<file path="src/rtl/regfile_sb_if.sv">
// Operand-fetch / writeback bus of regfile_sb: read ports, write port, scoreboard mark,
// clear request and status. The register file is the slave; its client is the master.
interface regfile_sb_if #(
  parameter int DATA_W = 32,
  parameter int ADDR_W = 5,
  parameter int NUM_RD = 2
);
  logic [NUM_RD*ADDR_W-1:0] rd_addr;
  logic [NUM_RD*DATA_W-1:0] rd_data;
  logic [NUM_RD-1:0]        rd_busy;
  logic                     wr_en;
  logic [ADDR_W-1:0]        wr_addr;
  logic [DATA_W-1:0]        wr_data;
  logic                     mark_en;
  logic [ADDR_W-1:0]        mark_addr;
  logic                     clr_en;
  logic                     clr_busy;
  logic [ADDR_W:0]          pend_cnt;

  modport master (
    output rd_addr, wr_en, wr_addr, wr_data, mark_en, mark_addr, clr_en,
    input  rd_data, rd_busy, clr_busy, pend_cnt
  );

  modport slave (
    input  rd_addr, wr_en, wr_addr, wr_data, mark_en, mark_addr, clr_en,
    output rd_data, rd_busy, clr_busy, pend_cnt
  );
endinterface

</file>
<file path="src/rtl/regfile_sb.sv">
// Multi-read-port register file with pending-write scoreboard, write bypass and clear sequencer.
// Optional macro REGFILE_ZERO_REG_EN hardwires entry 0 to zero (never written, never pending).
module regfile_sb #(
  parameter int DATA_W = 32,
  parameter int ADDR_W = 5,
  parameter int NUM_RD = 2,
  parameter int BYPASS = 1
) (
  input  logic        clk,
  input  logic        reset,
  regfile_sb_if.slave bus
);

  localparam int DEPTH = 1 << ADDR_W;
  localparam int CNT_W = ADDR_W + 1;

`ifdef REGFILE_ZERO_REG_EN
  localparam bit ZERO_REG = 1'b1;
`else
  localparam bit ZERO_REG = 1'b0;
`endif

  typedef enum logic {IDLE, CLEAR} state_t;

  state_t             state, state_nxt;
  logic [DATA_W-1:0]  mem [DEPTH];
  logic [DEPTH-1:0]   pend;
  logic [CNT_W-1:0]   cnt;
  logic [ADDR_W-1:0]  idx;

  logic               wr_act, mark_act, last_idx, inc, dec;
  logic [ADDR_W-1:0]  ra [NUM_RD];
  logic [NUM_RD*DATA_W-1:0] rd_data_c;
  logic [NUM_RD-1:0]        rd_busy_c;

  // Writeback and issue are only honoured outside the clear sequence; entry 0 may be hardwired.
  assign wr_act   = bus.wr_en   && (state == IDLE) && !(ZERO_REG && bus.wr_addr   == '0);
  assign mark_act = bus.mark_en && (state == IDLE) && !(ZERO_REG && bus.mark_addr == '0);
  assign last_idx = &idx;

  // A same-entry write+mark leaves the bit set, so only a clear->set or set->clear moves the count.
  assign inc = mark_act && !pend[bus.mark_addr];
  assign dec = wr_act && pend[bus.wr_addr] && !(mark_act && bus.mark_addr == bus.wr_addr);

  always_ff @(posedge clk or posedge reset) begin
    if (reset) state <= IDLE;
    else       state <= state_nxt;
  end

  // NOTE: combinational blocks assign every output a default first so no path infers a latch.
  always_comb begin
    state_nxt = state;
    case (state)
      IDLE:    if (bus.clr_en) state_nxt = CLEAR;
      CLEAR:   if (last_idx)   state_nxt = IDLE;
      default: state_nxt = IDLE;
    endcase
  end

  // NOTE: the array is flop-based and reset explicitly, because reset must leave every entry zero.
  always_ff @(posedge clk or posedge reset) begin
    if (reset) begin
      for (int i = 0; i < DEPTH; i++) mem[i] <= '0;
      pend <= '0;
      cnt  <= '0;
      idx  <= '0;
    end else if (state == CLEAR) begin
      // NOTE: sequential state uses non-blocking assignments so every update sees pre-edge values.
      mem[idx]  <= '0;
      pend[idx] <= 1'b0;
      idx       <= idx + ADDR_W'(1);
      cnt       <= last_idx ? '0 : cnt - CNT_W'(pend[idx]);
    end else begin
      if (wr_act) begin
        mem[bus.wr_addr]  <= bus.wr_data;
        pend[bus.wr_addr] <= 1'b0;
      end
      // Placed after the write so the new producer wins on a same-entry collision.
      if (mark_act) pend[bus.mark_addr] <= 1'b1;
      cnt <= cnt + CNT_W'(inc) - CNT_W'(dec);
      if (bus.clr_en) idx <= '0;
    end
  end

  always_comb begin
    for (int k = 0; k < NUM_RD; k++) ra[k] = bus.rd_addr[k*ADDR_W +: ADDR_W];
  end

  always_comb begin
    rd_data_c = '0;
    rd_busy_c = '0;
    for (int k = 0; k < NUM_RD; k++) begin
      if (ZERO_REG && ra[k] == '0) begin
        rd_data_c[k*DATA_W +: DATA_W] = '0;
        rd_busy_c[k]                  = 1'b0;
      end else if ((BYPASS != 0) && wr_act && bus.wr_addr == ra[k]) begin
        rd_data_c[k*DATA_W +: DATA_W] = bus.wr_data;
        rd_busy_c[k]                  = mark_act && bus.mark_addr == ra[k];
      end else begin
        rd_data_c[k*DATA_W +: DATA_W] = mem[ra[k]];
        rd_busy_c[k]                  = pend[ra[k]];
      end
    end
  end

  assign bus.rd_data  = rd_data_c;
  assign bus.rd_busy  = rd_busy_c;
  assign bus.clr_busy = (state == CLEAR);
  assign bus.pend_cnt = cnt;

endmodule

</file>
<file path="src/flat_wrapper.sv">
// flat-port wrapper written by rule: the top's interface ports become plain ports
module regfile_sb_flat 
#(
  parameter int DATA_W = 32,
  parameter int ADDR_W = 5,
  parameter int NUM_RD = 2,
  parameter int BYPASS = 1
)
  (clk, reset, bus_rd_addr, bus_wr_en, bus_wr_addr, bus_wr_data, bus_mark_en, bus_mark_addr, bus_clr_en, bus_rd_data, bus_rd_busy, bus_clr_busy, bus_pend_cnt);
  regfile_sb_if #(.DATA_W(DATA_W), .ADDR_W(ADDR_W), .NUM_RD(NUM_RD)) bus_i ();
  input  logic clk;
  input  logic reset;
  input wire logic [$bits(bus_i.rd_addr)-1:0] bus_rd_addr;
  input wire logic [$bits(bus_i.wr_en)-1:0] bus_wr_en;
  input wire logic [$bits(bus_i.wr_addr)-1:0] bus_wr_addr;
  input wire logic [$bits(bus_i.wr_data)-1:0] bus_wr_data;
  input wire logic [$bits(bus_i.mark_en)-1:0] bus_mark_en;
  input wire logic [$bits(bus_i.mark_addr)-1:0] bus_mark_addr;
  input wire logic [$bits(bus_i.clr_en)-1:0] bus_clr_en;
  output wire logic [$bits(bus_i.rd_data)-1:0] bus_rd_data;
  output wire logic [$bits(bus_i.rd_busy)-1:0] bus_rd_busy;
  output wire logic [$bits(bus_i.clr_busy)-1:0] bus_clr_busy;
  output wire logic [$bits(bus_i.pend_cnt)-1:0] bus_pend_cnt;
  assign bus_i.rd_addr = bus_rd_addr;
  assign bus_i.wr_en = bus_wr_en;
  assign bus_i.wr_addr = bus_wr_addr;
  assign bus_i.wr_data = bus_wr_data;
  assign bus_i.mark_en = bus_mark_en;
  assign bus_i.mark_addr = bus_mark_addr;
  assign bus_i.clr_en = bus_clr_en;
  assign bus_rd_data = bus_i.rd_data;
  assign bus_rd_busy = bus_i.rd_busy;
  assign bus_clr_busy = bus_i.clr_busy;
  assign bus_pend_cnt = bus_i.pend_cnt;
  regfile_sb #(.DATA_W(DATA_W), .ADDR_W(ADDR_W), .NUM_RD(NUM_RD), .BYPASS(BYPASS)) u_core (.clk(clk), .reset(reset), .bus(bus_i));
endmodule
</file>
<file path="config.mk">
export PLATFORM = sky130hd
export DESIGN_NAME = regfile_sb_flat
export DESIGN_NICKNAME = d
export VERILOG_FILES = /design/src/rtl/regfile_sb_if.sv /design/src/rtl/regfile_sb.sv /design/src/flat_wrapper.sv
export SDC_FILE = /design/constraint.sdc
export NUM_CORES = 2
export LEC_CHECK = 0
export BUFFER_PORTS_ARGS = -buffer_cell sky130_fd_sc_hd__buf_2
export CAP_MARGIN = 20
export CORE_UTILIZATION = 40
export CTS_CLUSTER_SIZE = 30
export DETAILED_ROUTE_END_ITERATION = 8
export GPL_TIMING_DRIVEN = 0
export PLACE_DENSITY = 0.6
export SKIP_CTS_REPAIR_TIMING = 1
export SYNTH_ARGS = -nofsm -noshare
export SYNTH_HDL_FRONTEND = slang
export SYNTH_SLANG_ARGS = --single-unit
</file>
<file path="constraint.sdc">
create_clock -name clk -period 41.5 [get_ports clk]
set_clock_uncertainty 0.05 [all_clocks]
set_input_delay 8.3 -clock clk [delete_from_list [all_inputs] [get_ports clk]]
set_output_delay 8.3 -clock clk [all_outputs]
set_load 0.005 [all_outputs]
</file>
### Yosys cells after proc, flatten, opt, wreduce, memory -nomap -nowiden

Index checks and enable logic that the tools add are counted.

* bits in registers: 1068
* bits of input ports: 57
* output and inout bits: 73
* word-level logic and storage cells: 135

* add/sub/neg operators: 4
* order comparisons: 14
* eq/ne operators: 5
* muxes and demuxes: 44
* bitwise gates (word level): 12
* reductions and logical operators: 20

Operators with widths (number)
* $mux W1024: 2
* $and A1024 B1024 Y1024: 1
* $bwmux W1024: 1
* $not A1024 Y1024: 1
* $mux W32: 12
* $bmux W32 S5: 2
* $demux W32 S5: 2
* $and A32 B32 Y32: 2
* $not A32 Y32: 2
* $or A32 B32 Y32: 1
* $lt A5 B6 Y1 const B: 5
* $bmux W1 S5: 5
* $eq A5 B5 Y1: 5
* $ge A6 B6 Y1 const B: 4
* $not A5 Y6: 4
* $demux W1 S5: 3
* $ge A5 B1 Y1 const B: 3
* $logic_and A1 B1 Y1: 15
* $lt A6 B1 Y1 const B: 2
* $mux W1: 12
* $mux W6: 2
* $sub A6 B1 Y6: 2
* $mux W5: 2
* $add A6 B1 Y6: 1
* other kinds (6): 8

### Logic depth before layout (Yosys ltp)

* depth in word-level cells: 11
* depth in mapped cells: 15
* gate-level depth less buffers: 14

### Worst setup path before layout

OpenSTA, ideal clock, no wires.

* path kind: in2out
* from: input bus_rd_addr[7]
* to: output bus_rd_data[37]
* arrival time: 9725 ps
* required time: 33150 ps
* setup slack: 23425 ps
* cell stages on the path: 9
* path buffers: 4
* cells stage by stage: buf_2 and2_1 buf_2 buf_6 buf_2 a22o_1 a221oi_1 o22ai_1 o31ai_1

* cells in the longest elaborated chain, start to end: 5
* elaborated cells between the ends (all ways): 7
* classes of those cells: 1 x eq/ne; 4 x mux; 1 x bitwise; 1 x reduce/logical

RTL lines
* start: declaration: RTL line flat_wrapper.sv:13 `input wire logic [$bits(bus_i.rd_addr)-1:0] bus_rd_addr;`
* $not A5 Y6 (implied by the code): RTL line regfile_sb.sv:100 `rd_data_c[k*DATA_W +: DATA_W] = mem[ra[k]];`
* $bmux W32 S5: RTL line regfile_sb.sv:100
* $mux W32 (implied by the code) (2 in series): RTL line regfile_sb.sv:100
* $mux W32 (*): RTL line regfile_sb.sv:96 `end else if ((BYPASS != 0) && wr_act && bus.wr_addr == ra[k]) begin`
* end: declaration: RTL line flat_wrapper.sv:20 `output wire logic [$bits(bus_i.rd_data)-1:0] bus_rd_data;`

Mark *: on every way between the ends. The rest lies on a longest branch, timed or not. The select of a mux whose other input is x is not followed.

### Worst setup path after layout

* from: input bus_rd_addr[7]
* to: output bus_rd_data[59]

Same word-level chain as after synthesis.

==> flow_summary.yaml <==
yosys:
  synth_edf_count: 0
  synth_nets: 5108
  ys_seq_area_share_pct: 45.17
  synth-simple-area-share_pct: 3.138
  synth_area_leaders: "dfrtp_1 (45%), a22o_1 (19%), mux2i_1 (18%)"
  ys_ff_latch: 1068
  syn_avg_cell_area_um2: 11.75
  synth-compound-area-share_pct: 26.40
  synth_xor_area_share_pct: 0.5181
  syn_inst: 5034
  synth_mux_area_share_pct: 18.83
  synthArstFlopShare_pct: 100.0
  ys_warn_count: 0
  synth_cell_type_count: 51
  synth_top_area_share_pct: 45.17
  syn_area_um2: 59170
  synth_fa_ha_area_share_pct: 0.3722
  ys.flop_type: "dfrtp_1"
  synth_top_family_by_area: "compound AO/OA/AOI/OAI gates"
  yosys.area.top_type: "dfrtp_1"
sta:
  fmax_mhz: 47.15
  hold_violations: 0
  max_slew.worst_pin.slew_ns: 1.626
  finalSetupViolations: 0
  finalCriticalPeriod_ns: 21.21
  rsz0062_at_grt: "false"
  worst_slack_ns: 20.29
  hold_ws_ns: 0.4706
  relSlewSlack_pct: -8.370
  finalCritPeriodShare_pct: 51.11
  slew_viol_final: 2
  tns_ns: 0
clock_tree:
  clockBufferDepth: 3
  cts_buffers: 131
  clkTransAtPathRegs_ns: 0.06
  cts_sinks: 1068
  tritoncts: "done"
  root_buffer: "clkbuf_16"
  insertion_delay_ns: 0.79
  htree_levels: 4
placed_design:
  place_ws_ns: 20.94
  dp_hpwl_mm: 269.5
  finalWeightedCongestion: 1.047
  io_buffers: 86
die:
  die_w_um: 386.6
  rows: 140
  io_pins: 130
  initial_utilization_pct: 40.45
  die-area_um2: 149500
  core_area_um2: 146300
  dieHeight_um: 386.6
routing:
  dr.pass1.iters: 9
  drt_iter0_markers: 8415
  drt_drc_violations_left: 16
  vias_per_cell: 7.462
  vias: 55250
  antenna_left: 0
  wl_per_cell_um: 50.81
  drt-total-wl_mm: 376.2
min_path:
  hold_path.class: "flop to flop"
  hold_start: "u_core.mem[494]"
  whs_path_depth: 1
  whs_endpoint: "u_core.mem[494]"
critical_path:
  rrSetupSlack_ns: 37.15
  crit_required_ns: 33.15
  path_max_fanout: 10
  start_kind: "input pin"
  reg2reg_from: "u_core.idx[1]"
  crit_arrival_ns: 12.86
  worstSetupStartpoint: "bus_rd_addr[7]"
  endpoint_kind: "output port"
  crit_type: "input pin to output port"
  reg2reg_to: "u_core.mem[321]"
  r2r_cells: 10
cells_and_area:
  utilization_pct: 46.40
  syn_to_final_growth_pct: 14.69
  nets: 5414
  drive_gt1_share_pct: 14.59
global_routing:
  groute.layer.met3.usage_pct: 27.60
  grt_pass1_vias: 51490
  grt_antenna_before_repair: 31
  use_met1_pct: 59.36
  grt_pass1_wl_mm: 489.1
  globalRoute.totalOverflow: 0
  globalRouteTotalUtil_pct: 49.00
  busiest_layer: "met2"
  grt_max_degree: 122
  use_met2_pct: 63.97
power_and_ir_drop:
  total_power_mw: 3.354
  ir_drop_uv: 37.99
  power_leakage_nw: 31.52
  power_density_nw_per_um2: 49.42
flow_run:
  max_cap_viol_count: 0
outcome:
  outcome: "complete, but fails checks"
  violations: "design-rule violations, max-slew violations"
[cell usage after synthesis, types with 3 or more instances]
master and instances:
a21oi_2 4, a221oi_1 264, ha_1 16, o21ai_0 4, xor2_1 14, clkbuf_4 4, nor4_4 28, clkbuf_1 300
buf_4 70, a21oi_1 96, buf_6 33, dfrtp_1 1068, and4_1 4, mux2i_1 1057, nand2b_1 7, nand3_1 4
nand4_1 6, o31ai_1 69, nor3b_1 3, nand2_1 140, nor3_1 9, and2_1 6, and3_1 7, inv_1 17
mux4_2 25, xnor2_1 21, buf_1 55, a22oi_1 5, buf_2 193, nor2b_1 40, o22ai_1 136, nor2_1 10
nor3b_2 3, a22o_1 1289
[critical path, stage by stage]
cell and delay [ns]:
buf_2 0.21, nor2b_1 0.18, buf_2 0.18, clkbuf_1 0.36, buf_6 0.28, clkbuf_2 0.52, a221oi_1 1.21, o22ai_1 0.35
o31ai_1 0.94, buf_2 0.26
[flip-flops by register name, indices dropped and copies added, names as in the netlist]
name                 flops
u_core.pend             32
u_core.idx               5
u_core.bus.pend_cnt      6
u_core.bus.clr_busy      1
u_core.mem            1024
[cell type report]
class                           instances  area, µm²
Timing Repair Buffer                  173       1730
Tap cell                             1917       2399
Clock buffer                          188       3849
Multi-Input combinational cell       3292      29170
Fill cell                           13580      78400
Clock inverter                         46      521.8
Antenna cell                           47      117.6
Buffer                                655       3273
Sequential cell                      1068      26730
Inverter                               19      78.83
[kinds of logic (layout without fill, tap and decap cells)]
family,count (synthesis),after routing
compound gates,1877,1877
mux,1082,1082
flops,1068,1068
buf+inv,674,1081
simple gates,281,281
xor+xnor,35,35
fa+ha+maj,17,17
other cells,0,47
[how the worst max path moves through the flow]
stage                          end
2_1_floorplan  u_core.bus.clr_busy
3_3_place_gp       u_core.mem[910]
3_5_place_dp       bus_rd_data[41]
4_1_cts            bus_rd_data[41]
5_1_grt            bus_rd_data[41]
6_report           bus_rd_data[59]
[through the flow]
stage / std cells / instance area, µm²
2_1_floorplan: 5034 / 59170
3_3_place_gp: 7037 / 62000
3_5_place_dp: 7105 / 63190
4_1_cts: 7339 / 67560
5_1_grt: 7372 / 67780
6_report: 7405 / 67860
[layer usage]
layer / wire length (µm) / vias up
met4: 32150 / 20
li1: - / 20610
met5: 375 / -
met1: 141000 / 28530
met2: 145200 / 4820
met3: 57440 / 1274
[power by group]
| group | switching [mW] | total [mW] | internal, mW |
|---|---|---|---|
| clock network | 0.517 | 1.21 | 0.692 |
| registers | 0.116 | 1.28 | 1.17 |
| logic | 0.576 | 0.863 | 0.287 |
| total | 1.21 | 3.35 | 2.14 |
[cell usage in the layout, fill, tap and decap left out, drive strengths merged, types with 5 or more instances in the layout]
master,n
o31ai,69
diode,47
a221oi,264
and3,7
mux4,25
dfrtp,1068
mux2i,1057
a22o,1289
xnor2,21
clkinv,30
nor2b,40
and2,6
clkbuf,493
bufinv,7
nor4,30
xor2,14
nor3b,6
nand2,140
nor3,9
a22oi,5
buf,523
nand3,5
nor2,10
ha,16
nand4,6
clkinvlp,5
o22ai,136
nand2b,7
inv,23
a21oi,100
Power figures use the tool's default switching activity.
